### config.mk
export PLATFORM = sky130hd
export DESIGN_NAME = mem_bus_arbiter
export DESIGN_NICKNAME = d
export VERILOG_FILES = /design/src/rtl/mem_bus_arbiter.sv
export SDC_FILE = /design/constraint.sdc
export NUM_CORES = 1
export LEC_CHECK = 0
export CAP_MARGIN = 20
export CELL_PAD_IN_SITES_DETAIL_PLACEMENT = 1
export CELL_PAD_IN_SITES_GLOBAL_PLACEMENT = 1
export CORE_ASPECT_RATIO = 0.75
export CORE_UTILIZATION = 35
export CTS_CLUSTER_DIAMETER = 150
export DETAILED_ROUTE_END_ITERATION = 6
export HOLD_SLACK_MARGIN = 0.06
export PLACE_DENSITY = 0.82
export RECOVER_POWER = 25
export SLEW_MARGIN = 20
export SYNTH_ARGS = -nofsm -noshare
export SYNTH_HDL_FRONTEND = slang
export SYNTH_SLANG_ARGS = --single-unit
### constraint.sdc
create_clock -name clk -period 15.05 [get_ports clk]
set_clock_uncertainty 0.2 [all_clocks]
set_input_delay 3.7625 -clock clk [delete_from_list [all_inputs] [get_ports clk]]
set_output_delay 3.7625 -clock clk [all_outputs]
set_load 0.05 [all_outputs]
### src/rtl/mem_bus_arbiter.sv
// -----------------------------------------------------------------------------
// mem_bus_arbiter
//
// Shares one external memory bus between the instruction-fetch port (i_*) and
// the data-access port (d_*). A granted request is latched into the bus
// registers and held on the bus until memory answers with ACK_n low. The
// winner then sees a one-cycle ack together with its read data. A transaction
// that sees no ACK_n for TIMEOUT busy cycles is aborted: the owner gets
// ERR_DATA plus an ack, and the sticky bus_err flag is set.
//
// Arbitration (default build): data has priority, but once fetch has lost
// STARVE_MAX consecutive contended arbitrations it is forced to win.
// Optional feature macro ARB_RR_EN: contended arbitrations alternate using a
// last-grant bit (data wins the first one after reset); no starvation counter.
//
// Parameters
//   BIT_WIDTH   address/data width
//   TIMEOUT     busy cycles without ACK_n before abort (>= 2)
//   STARVE_MAX  consecutive lost arbitrations before fetch is forced (>= 1)
//   ERR_DATA    read data returned on a timeout
//
// Ports
//   clk, rst                 clock, asynchronous active-high reset
//   i_req/i_addr             fetch request (held until i_ack) and address
//   i_rdata/i_ack            fetched word and one-cycle completion pulse
//   d_req/d_write/d_size     data request, 1 = store, 00 word/01 half/10 byte
//   d_addr/d_wdata           data address and store data
//   d_rdata/d_ack            load data and one-cycle completion pulse
//   MAD/MREQ/WRITE/SIZE      bus address, request, direction, access size
//   MDT_O/MDT_I              bus write data / read data
//   ACK_n                    active-low memory acknowledge
//   bus_err                  sticky timeout flag, cleared only by rst
// -----------------------------------------------------------------------------
module mem_bus_arbiter #(
  parameter int                   BIT_WIDTH  = 32,
  parameter int                   TIMEOUT    = 64,
  parameter int                   STARVE_MAX = 4,
  parameter logic [BIT_WIDTH-1:0] ERR_DATA   = 32'hDEAD_BEEF
) (
  input  logic                 clk,
  input  logic                 rst,
  input  logic                 i_req,
  input  logic [BIT_WIDTH-1:0] i_addr,
  output logic [BIT_WIDTH-1:0] i_rdata,
  output logic                 i_ack,
  input  logic                 d_req,
  input  logic                 d_write,
  input  logic [1:0]           d_size,
  input  logic [BIT_WIDTH-1:0] d_addr,
  input  logic [BIT_WIDTH-1:0] d_wdata,
  output logic [BIT_WIDTH-1:0] d_rdata,
  output logic                 d_ack,
  output logic [BIT_WIDTH-1:0] MAD,
  output logic                 MREQ,
  output logic                 WRITE,
  output logic [1:0]           SIZE,
  output logic [BIT_WIDTH-1:0] MDT_O,
  input  logic [BIT_WIDTH-1:0] MDT_I,
  input  logic                 ACK_n,
  output logic                 bus_err
);

  localparam logic [1:0] IDLE   = 2'd0;
  localparam logic [1:0] I_BUSY = 2'd1;
  localparam logic [1:0] D_BUSY = 2'd2;

  localparam int            TW     = $clog2(TIMEOUT);
  localparam logic [TW-1:0] T_LAST = TW'(TIMEOUT - 1);

  logic [1:0]    state;
  logic [TW-1:0] tmo_cnt;
  logic          write_q;
  logic          grant_i;
  logic          grant_d;

  // The bus is owned exactly while the FSM is busy; WRITE is forced low in
  // IDLE while MAD/SIZE/MDT_O keep their last values.
  assign MREQ  = (state != IDLE);
  assign WRITE = write_q & MREQ;

`ifdef ARB_RR_EN
  // Set when the most recent grant went to fetch; reset to 1 so that data
  // wins the first contended arbitration.
  logic last_fetch;

  always_comb begin
    // NOTE: every output of a combinational block gets a default first, so
    // no path leaves it unassigned and no latch is inferred.
    grant_i = 1'b0;
    grant_d = 1'b0;
    if (state == IDLE) begin
      if (i_req && d_req) begin
        grant_i = ~last_fetch;
        grant_d = last_fetch;
      end else begin
        grant_d = d_req;
        grant_i = i_req;
      end
    end
  end

  always_ff @(posedge clk or posedge rst) begin
    if (rst) begin
      last_fetch <= 1'b1;
    end else if (grant_i) begin
      last_fetch <= 1'b1;
    end else if (grant_d) begin
      last_fetch <= 1'b0;
    end
  end
`else
  localparam int            SW    = $clog2(STARVE_MAX + 1);
  localparam logic [SW-1:0] S_MAX = SW'(STARVE_MAX);

  // Consecutive contended arbitrations lost by fetch, saturating at S_MAX.
  logic [SW-1:0] starve_cnt;
  logic          starved;

  assign starved = (starve_cnt == S_MAX);

  always_comb begin
    // NOTE: every output of a combinational block gets a default first, so
    // no path leaves it unassigned and no latch is inferred.
    grant_i = 1'b0;
    grant_d = 1'b0;
    if (state == IDLE) begin
      if (i_req && starved) begin
        grant_i = 1'b1;
      end else if (d_req) begin
        grant_d = 1'b1;
      end else if (i_req) begin
        grant_i = 1'b1;
      end
    end
  end

  always_ff @(posedge clk or posedge rst) begin
    if (rst) begin
      starve_cnt <= '0;
    end else if (grant_i) begin
      starve_cnt <= '0;
    end else if (grant_d && i_req && !starved) begin
      starve_cnt <= starve_cnt + 1'b1;
    end
  end
`endif

  // NOTE: state registers use non-blocking assignments so every flop samples
  // the pre-edge values, independent of statement order inside the block.
  always_ff @(posedge clk or posedge rst) begin
    if (rst) begin
      state   <= IDLE;
      tmo_cnt <= '0;
      MAD     <= '0;
      SIZE    <= 2'b00;
      write_q <= 1'b0;
      MDT_O   <= '0;
      i_rdata <= '0;
      d_rdata <= '0;
      i_ack   <= 1'b0;
      d_ack   <= 1'b0;
      bus_err <= 1'b0;
    end else begin
      // Acks are single-cycle: they are only ever set on the completing edge,
      // and the FSM is back in IDLE on the following one.
      i_ack <= 1'b0;
      d_ack <= 1'b0;

      case (state)
        IDLE: begin
          // ACK_n is deliberately not looked at here.
          if (grant_i) begin
            state   <= I_BUSY;
            MAD     <= i_addr;
            SIZE    <= 2'b00;
            write_q <= 1'b0;
            tmo_cnt <= '0;
          end else if (grant_d) begin
            state   <= D_BUSY;
            MAD     <= d_addr;
            SIZE    <= d_size;
            write_q <= d_write;
            MDT_O   <= d_wdata;
            tmo_cnt <= '0;
          end
        end

        I_BUSY, D_BUSY: begin
          // An acknowledge on the timeout edge still counts as a normal
          // completion, so it is checked first.
          if (!ACK_n) begin
            state <= IDLE;
            if (state == I_BUSY) begin
              i_ack   <= 1'b1;
              i_rdata <= MDT_I;
            end else begin
              d_ack <= 1'b1;
              if (!write_q) begin
                d_rdata <= MDT_I;
              end
            end
          end else if (tmo_cnt == T_LAST) begin
            state   <= IDLE;
            bus_err <= 1'b1;
            if (state == I_BUSY) begin
              i_ack   <= 1'b1;
              i_rdata <= ERR_DATA;
            end else begin
              d_ack   <= 1'b1;
              d_rdata <= ERR_DATA;
            end
          end else begin
            tmo_cnt <= tmo_cnt + 1'b1;
          end
        end

        default: state <= IDLE;
      endcase
    end
  end

endmodule
Word level (Yosys, flattened, before mapping)
Index checks and enable logic that the tools add are counted.

word-level totals
  bits in registers = 145
  bits of input ports = 136

operators by class
  add/sub/neg operators = 2
  equal/unequal tests = 13
  mux-type cells = 42
  bitwise operators = 2
  reductions and logical operators = 18

operators by type and width
  kind                                                                      number
  32-bit two-way mux                                                        11
  6-bit two-way mux                                                         4
  1-bit two-way mux                                                         17
  2-bit two-way mux                                                         6
  2-bit inequality test (second input constant)                             6
  6-bit one-hot mux with 2 select lines                                     1
  2-bit nonzero test                                                        5
  4-bit AND reduction                                                       2
  6-bit by 1-bit adder with 6-bit output (second input constant)            1
  6-bit equality test (second input constant)                               1
  3-bit two-way mux                                                         2
  3-bit inequality test (second input constant)                             2
  3-bit AND reduction                                                       2
  5-bit AND reduction                                                       1
  2-bit one-hot mux with 2 select lines                                     1
  2-bit AND reduction                                                       2
  3-bit by 1-bit adder with 3-bit output (second input constant)            1
  3-bit equality test (second input constant)                               1
  1-bit logical AND                                                         3
  2-bit by 1-bit equality test with 1-bit output (second input constant)    1
  2-bit equality test (second input constant)                               1
  2-bit zero test                                                           1
  2-bit by 1-bit inequality test with 1-bit output (second input constant)  1
  2-bit OR reduction                                                        1
  other kinds (3)                                                           3

Logic depth before layout (Yosys ltp)
  depth in word-level cells = 8
  depth in mapped cells = 9

Worst setup path after synthesis
No wires, ideal clock.

  path type = register -> output
  start = register write_q
  end = output WRITE
  arrival = 1.494 ns
  data required time = 11.088 ns
  setup slack = 9.594 ns
  stages on the path, launching flop included = 4
  path buffers = 2
  cells stage by stage = dfrtp_1 buf_2 clkbuf_1 nor2b_1

on the way
  word-level cells in the longest chain between the ends = 1

ends and longest elaborated chain
  element                 RTL line  text
  start, declared         72        logic write_q;
  start signal, assigned  182       write_q <= d_write;
  1-bit AND               79        assign WRITE = write_q & MREQ;
  end, declared           55        output logic WRITE,

Every way passes these cells.

Worst setup path after layout
  start = input ACK_n
  end = register d_rdata[15]

on the way
  word-level cells in the longest chain between the ends = 2

ends and longest elaborated chain
  element                                                                                                            RTL line  text
  start, declared                                                                                                    59        input logic ACK_n,
  2-bit inequality test (no source line) / 2-bit by 1-bit inequality test with 1-bit output (equally long branches)  -
  5-bit AND reduction (no source line)                                                                               -
  end signal, assigned                                                                                               159       d_rdata <= '0;
  end signal, assigned                                                                                               199       d_rdata <= MDT_I;
  end signal, assigned                                                                                               210       d_rdata <= ERR_DATA;
  end, declared                                                                                                      51        output logic [BIT_WIDTH-1:0] d_rdata,

Parallel ways exist; a longest one is shown, timed or not.
A chain may end at the register's enable or synchronous reset.

==> flow_summary.toml <==
[die]
die_area_mm2 = 0.0192
core_area_mm2 = 0.0179
fp.dieH_um = 120
rows = 42
die_x_um = 159
start_util_pct = 36.3
num_io_pins = 271

[layout]
fin_nets = 996
drive_gt1_share_pct = 11.9
antenna_cells = 0
final_cells = 1110
syn2layout_area_growth_pct = 52.3

[logic_synthesis]
synthCells = 596
syn_nets = 737
ys_warn_count = 0
synth_commonest_cells = "dfrtp_1 (145), nand2_1 (72), inv_1 (65)"
synth.distinct_cells = 41
synth.ff_latch_count = 145
synth_most_common_cell = "dfrtp_1"
synth_largest_area_cell = "dfrtp_1"
async_flop_share_pct = 100
synth_flop_cell = "dfrtp_1"
synth_enable_flop_cells = 0
ys_seq_area_share_pct = 55.7
synth.top_cells.by_area = "dfrtp_1 (56%), mux2_2 (5.9%), a22oi_1 (4.6%)"
yosys.area.top_type_share_pct = 55.7
synth_area_mm2 = 0.00651
synth_area_per_cell_um2 = 10.9

[clock_network]
ctsResizeCount = 0
cts_setup_buffers = 0
root_buffer = "clkbuf_16"
cts-buffers-inserted = 17
clock_tree.htree_level_count = 4
cts_tree = "yes"
clkTransAtPathRegs_ns = 0.06
cts-hold-fix-buffers = 0
worstSkewPairLatency_ns = 0.42
cts.sink_count = 145
max-clock-path-buffers = 2

[detailed_routing]
drc = 0
ant_nets = 0
vias = 5509
avgViaCountPerCell = 4.96
detail_route.iter0.violations = 215
wl_um = 20000
drt_pre_antenna_iters = 4
wl_per_cell_um = 18.1

[power]
leakagePower_nw = 4.33
p_per_area_mw_per_mm2 = 268
vdd_ir_drop_max_mv = 0.119

[worst_setup_path]
crit_fanout = 67
end_kind = "flop"
path_class = "in -> reg"
cp-start-kind = "input pin"
cp.arrival_ns = 8.26
crit_required_ns = 15.14

[grt]
grt_usage_pct = 21.8
grt_max_degree = 76
antenna_found_initial = 0
grt_pass1_wl_um = 32500
grt-ovfl-total = 0
grt_pass1_vias = 6014

[timing]
rsz0062_at_grt = "false"
setup_slack_ns = 6.88
finalSetupViolations = 0
slew_viol_final = 175
relSlewSlack_pct = -111
tns_ns = 0
clock.fmax_ghz = 0.122
post-route-period-util_pct = 54.3
period_minus_slack_ns = 8.17
tightest_slew_ns = 3.15
hold_violations = 0

[placed_design]
dp_hpwl_um = 13800
port_buffers = 270
pre_cts_slack_ns = 8.93
gp_congestion = 0.760
placed_cells = 1077

[outcome]
violations = "max-capacitance violations, max-slew violations"
status = "finished with violations"

[job]
maxCapViolCount = 3

[worst_hold_path]
hp-class = "reg -> reg"
-- area by class of cell --
cell class              instances  area (µm²)
repair buffers                278        2770
flip-flops and latches        145        3630
clock inverters                13         150
multi-input cells             347        2380
fillers                      1948        8000
well taps                     242         303
inverters                      66         249
clock buffers                  19         443
-- worst max-delay path, stage by stage --
cell and delay (ns):
buf_2 0.08, clkbuf_1 2.05, o21ai_0 0.78, nand3b_1 0.63, inv_1 0.53, o22a_1 0.39
-- sequential cells by signal, indices dropped and copies added (netlist names) --
| name | flops |
|---|---|
| write_q | 1 |
| d_ack | 1 |
| state | 2 |
| bus_err | 1 |
| i_ack | 1 |
| starve_cnt | 3 |
| i_rdata | 32 |
| MDT_O | 32 |
| tmo_cnt | 6 |
| SIZE | 2 |
| MAD | 32 |
| d_rdata | 32 |
-- metal layers --
| layer | track usage [%] | vias to the layer above | wire length, µm |
|---|---|---|---|
| li1 | - | 2561 | - |
| met1 | 26.3 | 2771 | 8450 |
| met2 | 37.6 | 157 | 10100 |
| met3 | 6.22 | 20 | 1220 |
| met4 | 7.09 | 0 | 272 |
| met5 | 0 | - | 0 |
-- report_power, final --
part / switching [mW] / internal, mW
clock: 0.177 / 0.252
combinational: 1.01 / 0.524
sequential: 0.116 / 0.578
-- logic make-up after synthesis --
kind of cell / Yosys count / synth area share [%]
and+or+nand+nor: 150 / 10.9
AOI/OAI and AO/OA: 132 / 14.7
buffers and inverters: 104 / 7.84
muxes: 60 / 9.88
DFF: 145 / 55.7
adders and majority gates: 5 / 0.961
-- worst paths after layout --
check,slack [ns],start,cells after the start,end
min in group asynchronous,4.50,rst,2,MAD[5]$_DFFE_PP0P_
max in group asynchronous,7.91,rst,4,MDT_O[19]$_DFFE_PP0P_
setup reg to reg,11.87,state[1]$_DFFE_PP0P_,7,MAD[27]$_DFFE_PP0P_
hold reg to reg,0.27,MAD[4]$_DFFE_PP0P_,2,MAD[4]$_DFFE_PP0P_
setup / recovery,6.88,ACK_n,6,d_rdata[15]$_DFFE_PP0P_
hold / removal,0.27,MAD[4]$_DFFE_PP0P_,2,MAD[4]$_DFFE_PP0P_
-- layout by cell type, fill, tap and decap left out, types with 24 or more instances in the layout --
master and instances:
a21oi_1 27, mux2i_1 26, nor2_1 35, mux2_2 34, dfrtp_1 145, inv_1 65
a22oi_1 40, clkdlybuf4s50_1 267, nand2_1 72, o22a_1 24
-- stage by stage --
stage / utilization, % / area [µm²] / hold slack [ns] / total power, mW
3_3_place_gp: 52.1 / 9330 / 0.257 / 2.21
6_report: 55.3 / 9920 / 0.271 / 2.66
5_1_grt: 55.3 / 9920 / 0.291 / 2.80
3_5_place_dp: 52.1 / 9330 / 0.265 / 2.24
4_1_cts: 55.4 / 9920 / 0.279 / 2.69
2_1_floorplan: - / 6510 / 0.274 / 1.72
Note: power is estimated with default switching activity, not from simulation.
